`config.mk`:
```
export PLATFORM = sky130hd
export DESIGN_NAME = mcu_bus_write_regs
export DESIGN_NICKNAME = d
export VERILOG_FILES = /design/src/rtl/mcu_bus_write_regs.sv
export SDC_FILE = /design/constraint.sdc
export NUM_CORES = 1
export LEC_CHECK = 0
export ABC_CLOCK_PERIOD_IN_PS = 1800
export BUFFER_PORTS_ARGS = -buffer_cell sky130_fd_sc_hd__buf_2
export CORE_AREA = 2 2 144 146
export DETAILED_ROUTE_END_ITERATION = 10
export DIE_AREA = 0 0 146 148
export HOLD_SLACK_MARGIN = 0.12
export PLACE_DENSITY = 0.64
export SLEW_MARGIN = 20
export SYNTH_ARGS = -nofsm -noshare
export SYNTH_HDL_FRONTEND = slang
export SYNTH_SLANG_ARGS = --single-unit
```
`constraint.sdc`:
```
create_clock -name CLK -period 1.8 [get_ports CLK]
set_clock_uncertainty 0.2 [all_clocks]
set_input_delay 0.27 -clock CLK [delete_from_list [all_inputs] [get_ports CLK]]
set_output_delay 0.27 -clock CLK [all_outputs]
set_load 0.01 [all_outputs]
```
`src/rtl/mcu_bus_write_regs.sv`:
```
`timescale 1ns/1ps
// mcu_bus_write_regs
// Takes writes from an asynchronous MCU bus (CS/WR active low) into the CLK
// domain and decodes them into a small register file:
//   FREQ1/FREQ2 : 32-bit words written as high half (shadow) then low half,
//                 where the low-half write commits the full word atomically
//                 and pulses FREQx_UPD for one cycle.
//   PHASE/CTRL  : 16-bit registers loaded directly.
//   WR_CNT      : wrapping count of writes that hit a mapped address.
// Ports:
//   CLK, RST            system clock, synchronous active-high reset
//   CS, WR              MCU chip select / write strobe, active low, async
//   ADDR[15:0]          MCU address bus
//   DATA[15:0]          MCU write data
//   FREQ1_WORD[31:0]    committed FREQ1
//   FREQ2_WORD[31:0]    committed FREQ2
//   PHASE_WORD[15:0]    PHASE register
//   CTRL_WORD[15:0]     CTRL register
//   FREQ1_UPD/FREQ2_UPD one-cycle commit pulses
//   WR_CNT[7:0]         mapped-write counter
// Write latency: the register and pulse appear two CLK edges after the first
// edge that samples WR high at the end of a strobe.
module mcu_bus_write_regs #(
  parameter logic [15:0] ADDR_F1H  = 16'h0020,
  parameter logic [15:0] ADDR_F1L  = 16'h0021,
  parameter logic [15:0] ADDR_F2H  = 16'h0022,
  parameter logic [15:0] ADDR_F2L  = 16'h0023,
  parameter logic [15:0] ADDR_PH   = 16'h0024,
  parameter logic [15:0] ADDR_CTRL = 16'h0025
) (
  input  logic        CLK,
  input  logic        RST,
  input  logic        CS,
  input  logic        WR,
  input  logic [15:0] ADDR,
  input  logic [15:0] DATA,
  output logic [31:0] FREQ1_WORD,
  output logic [31:0] FREQ2_WORD,
  output logic [15:0] PHASE_WORD,
  output logic [15:0] CTRL_WORD,
  output logic        FREQ1_UPD,
  output logic        FREQ2_UPD,
  output logic [7:0]  WR_CNT
);

  // Synchronizer stages
  logic        cs_s1_q,   cs_s1_d;
  logic        cs_s2_q,   cs_s2_d;
  logic        wr_s1_q,   wr_s1_d;
  logic        wr_s2_q,   wr_s2_d;
  logic        wr_s3_q,   wr_s3_d;
  logic [15:0] addr_s1_q, addr_s1_d;
  logic [15:0] addr_s2_q, addr_s2_d;
  logic [15:0] data_s1_q, data_s1_d;
  logic [15:0] data_s2_q, data_s2_d;

  // Post-reset qualification of the strobe edge detector
  logic [1:0]  settle_q,  settle_d;
  logic        armed_q,   armed_d;

  // Register file
  logic [15:0] f1_shadow_q, f1_shadow_d;
  logic [15:0] f2_shadow_q, f2_shadow_d;
  logic [31:0] freq1_q,     freq1_d;
  logic [31:0] freq2_q,     freq2_d;
  logic [15:0] phase_q,     phase_d;
  logic [15:0] ctrl_q,      ctrl_d;
  logic        f1_upd_q,    f1_upd_d;
  logic        f2_upd_q,    f2_upd_d;
  logic [7:0]  wr_cnt_q,    wr_cnt_d;

  logic        wr_evt;
  logic        hit;

  // Trailing (rising) WR edge while selected. armed_q blocks a strobe that
  // was already low when reset released: its rising edge would otherwise
  // look like a complete write.
  assign wr_evt = armed_q & wr_s2_q & ~wr_s3_q & ~cs_s2_q;

  always_comb begin
    cs_s1_d   = CS;
    cs_s2_d   = cs_s1_q;
    wr_s1_d   = WR;
    wr_s2_d   = wr_s1_q;
    wr_s3_d   = wr_s2_q;
    addr_s1_d = ADDR;
    addr_s2_d = addr_s1_q;
    data_s1_d = DATA;
    data_s2_d = data_s1_q;

    // wr_s2_q reflects the real pin only once two edges have passed since
    // reset. Arm only after a genuine idle-high WR has been seen there.
    settle_d = (settle_q == 2'd2) ? 2'd2 : settle_q + 2'd1;
    armed_d  = armed_q | ((settle_q == 2'd2) & wr_s2_q);

    f1_shadow_d = f1_shadow_q;
    f2_shadow_d = f2_shadow_q;
    freq1_d     = freq1_q;
    freq2_d     = freq2_q;
    phase_d     = phase_q;
    ctrl_d      = ctrl_q;
    f1_upd_d    = 1'b0;
    f2_upd_d    = 1'b0;
    wr_cnt_d    = wr_cnt_q;
    hit         = 1'b0;

    if (wr_evt) begin
      hit = 1'b1;
      if (addr_s2_q == ADDR_F1H) begin
        f1_shadow_d = data_s2_q;
      end else if (addr_s2_q == ADDR_F1L) begin
        freq1_d  = {f1_shadow_q, data_s2_q};
        f1_upd_d = 1'b1;
      end else if (addr_s2_q == ADDR_F2H) begin
        f2_shadow_d = data_s2_q;
      end else if (addr_s2_q == ADDR_F2L) begin
        freq2_d  = {f2_shadow_q, data_s2_q};
        f2_upd_d = 1'b1;
      end else if (addr_s2_q == ADDR_PH) begin
        phase_d = data_s2_q;
      end else if (addr_s2_q == ADDR_CTRL) begin
        ctrl_d = data_s2_q;
      end else begin
        hit = 1'b0;
      end
      if (hit) wr_cnt_d = wr_cnt_q + 8'd1;
    end
  end

  always_ff @(posedge CLK) begin
    if (RST) begin
      // WR/CS stages idle high so release cannot fake an edge
      cs_s1_q     <= 1'b1;
      cs_s2_q     <= 1'b1;
      wr_s1_q     <= 1'b1;
      wr_s2_q     <= 1'b1;
      wr_s3_q     <= 1'b1;
      addr_s1_q   <= '0;
      addr_s2_q   <= '0;
      data_s1_q   <= '0;
      data_s2_q   <= '0;
      settle_q    <= '0;
      armed_q     <= 1'b0;
      f1_shadow_q <= '0;
      f2_shadow_q <= '0;
      freq1_q     <= '0;
      freq2_q     <= '0;
      phase_q     <= '0;
      ctrl_q      <= '0;
      f1_upd_q    <= 1'b0;
      f2_upd_q    <= 1'b0;
      wr_cnt_q    <= '0;
    end else begin
      cs_s1_q     <= cs_s1_d;
      cs_s2_q     <= cs_s2_d;
      wr_s1_q     <= wr_s1_d;
      wr_s2_q     <= wr_s2_d;
      wr_s3_q     <= wr_s3_d;
      addr_s1_q   <= addr_s1_d;
      addr_s2_q   <= addr_s2_d;
      data_s1_q   <= data_s1_d;
      data_s2_q   <= data_s2_d;
      settle_q    <= settle_d;
      armed_q     <= armed_d;
      f1_shadow_q <= f1_shadow_d;
      f2_shadow_q <= f2_shadow_d;
      freq1_q     <= freq1_d;
      freq2_q     <= freq2_d;
      phase_q     <= phase_d;
      ctrl_q      <= ctrl_d;
      f1_upd_q    <= f1_upd_d;
      f2_upd_q    <= f2_upd_d;
      wr_cnt_q    <= wr_cnt_d;
    end
  end

  assign FREQ1_WORD = freq1_q;
  assign FREQ2_WORD = freq2_q;
  assign PHASE_WORD = phase_q;
  assign CTRL_WORD  = ctrl_q;
  assign FREQ1_UPD  = f1_upd_q;
  assign FREQ2_UPD  = f2_upd_q;
  assign WR_CNT     = wr_cnt_q;

endmodule

```
==> flow_summary.toml <==
[place]
gp_congestion = 0.710
port_buffers = 141
place_inst = 1126
place_worst_setup_slack_ps = -80.4
hpwl_um = 12100

[synth]
synth_nets = 781
yosysWarnings = 0
ys_seq_area_share_pct = 55.7
synthFlopType = "dfxtp_1"
netlist_instances = 743
async_flop_share_pct = 0
synth_cell_type_count = 38
yosys_register_bits = 210
syn_avg_cell_area_sq_um = 10.2
synth_edf_count = 0
syn_area_sq_um = 7540

[critical_path]
path_max_fanout = 8
r2r-start = "addr_s2_q[4]"
cp_data_required_time_ps = 2010
critPathLaunchType = "flop"
critPathCaptureType = "flop"
worstPathArrival_ps = 2120
crit_start = "addr_s2_q[4]"
critPathKind = "flop to flop"

[floorplanning]
die_w_um = 146
core-area_sq_um = 20000
start_util_pct = 37.6
io-pin-count = 142
die_y_um = 148
die_area_sq_um = 21600
num_rows = 52

[sta]
worst_pin_slew_ps = 439
slew_violations = 0
fin_ws_ps = -104
fin_crit_ps = 1900
maxSlewHeadroom_pct = 70.7
max_clock_freq_mhz = 525
setup_viol = 87
rsz0062_at_grt = "true"
fin_tns_setup_ps = -3610
period_share_pct = 106
final-hold-violation-count = 0

[finish]
area_delta_synth_final_pct = 39.9
drive_above_1_share_pct = 33.5
final_nets = 975
final_cells = 1223
final_cell_mix = "205 x dfxtp_1, 140 x buf_2, 80 x nand2b_1"
diodes = 0
fillers = 1851
layout_commonest_cell = "dfxtp_1"

[global_route]
grt_pass1_vias = 5468
grt_pass1_wl_um = 29300
grt_max_degree = 67
antenna_found_initial = 0
grtUsageTotal_pct = 16.8
overflow = 0

[min_path]
hold_path_class = "flop to flop"
hp-start = "wr_s1_q"

[route]
drt-wirelength-per-cell_um = 16.8
drt_iter0_drc = 316
wl_um = 20600
first_pass_iters = 5
via_count = 5926
ant_nets = 0
vias_per_cell = 4.85
route.detailed.drc = 0

[clocking]
cts-root-buf = "clkbuf_16"
cts.sinks = 210
insertion_delay_ps = 490
clkSlewWorstSetupHoldPaths_ps = 60
cts_made_buffers = 23
cts_tree = "done"
htreeDepth = 1
clock_path_buffers = 3

[power_and_ir_drop]
leakagePower_nw = 4.41
ir_drop_uv = 728
total_power_mw = 10.4
power.density_nw_per_um2 = 986

[flow_run]
maxCapViolCount = 0

[run_status]
violations = "setup timing"
status = "finished with violations"
## metrics by stage
stage | hold slack (ps) | area [sq um] | utilization (%)
final | 212 | 10600 | 52.7
after global routing | 223 | 10600 | 52.7
after CTS | 211 | 9950 | 49.7
after detailed placement | 197 | 8680 | 43.3
after global placement | 195 | 8680 | 43.3
after floorplan | 174 | 7550 | -
## synthesized netlist by cell type (2+ instances only)
library cell | number | area (sq um)
mux2i_1 | 64 | 641
nor4b_4 | 2 | 47.6
nand3_1 | 69 | 345
buf_2 | 13 | 65.1
dfxtp_1 | 210 | 4200
nor2b_1 | 65 | 407
nand2b_1 | 80 | 500
nand4_1 | 3 | 18.8
and4_1 | 2 | 17.5
or4_1 | 6 | 45.0
nor2_1 | 5 | 18.8
buf_6 | 4 | 45.0
inv_1 | 3 | 11.3
nand2_1 | 2 | 7.51
a21oi_1 | 72 | 360
o31ai_1 | 6 | 45.0
nand3_4 | 2 | 35.0
nor3_1 | 4 | 20.0
o21ai_0 | 65 | 325
or2_2 | 5 | 31.3
ha_1 | 2 | 25.0
and3_1 | 3 | 18.8
buf_1 | 2 | 7.51
clkbuf_1 | 40 | 150
## timing repair
item                                    4_1_cts  5_1_grt
buffers inserted                              3        4
hold endpoints to repair                     53        0
hold buffers                                 37        0
pin swaps                                     9       30
endpoints found under the setup margin       83      134
resized for setup                            14      124
cloned                                        1       11
## layer usage
metal / share of wire (%) / track usage (%) / up-vias
li1: - / - / 2936
met1: 45 / 22.5 / 2814
met2: 47 / 26.8 / 145
met3: 5.9 / 4.78 / 31
met4: 2.0 / 4.37 / 0
met5: 0 / 0 / -
## cell type report
type	count	area, sq um	share of cell area [%]
clock buffer	31	666	6.31
clock inverter	10	153	1.45
inverter	3	11.3	0.107
multi-input combinational	470	3330	31.6
sequential	210	4210	39.9
tap	270	338	3.20
timing repair buffer	229	1840	17.5
## kinds of logic (layout without fill, tap and decap cells)
logic type | count (synthesis) | count (layout) | synth area share (%)
adder cells (fa/ha/maj) | 2 | 2 | 0.332
buffers and inverters | 64 | 273 | 4.00
AND/OR/NAND/NOR | 258 | 259 | 21.5
flip-flops | 210 | 210 | 55.7
AO/OA/AOI/OAI | 145 | 145 | 9.92
multiplexers | 64 | 64 | 8.49
## where the power goes
group / leakage (nW) / switching, mW / total (mW) / internal, mW
Sequential: 1.71 / 0.0430 / 4.77 / 4.73
Clock: 0.405 / 1.83 / 4.99 / 3.16
Combinational: 2.30 / 0.340 / 0.644 / 0.304
## critical path, stage by stage (launching register included)
cell and delay [ps]:
dfxtp_2 320, nor4b_4 300, buf_4 200, buf_4 110, and3_4 260, clkbuf_16 190
nand3_1 100, a21oi_1 150
## worst paths after layout
path	end	slack (ps)	depth (start not counted)
max	FREQ1_WORD[2]	-100	7
min	wr_s2_q	210	1
max reg2reg	FREQ1_WORD[2]	-100	7
min reg2reg	wr_s2_q	210	1
No activity file was read; power rests on OpenSTA's default activity.
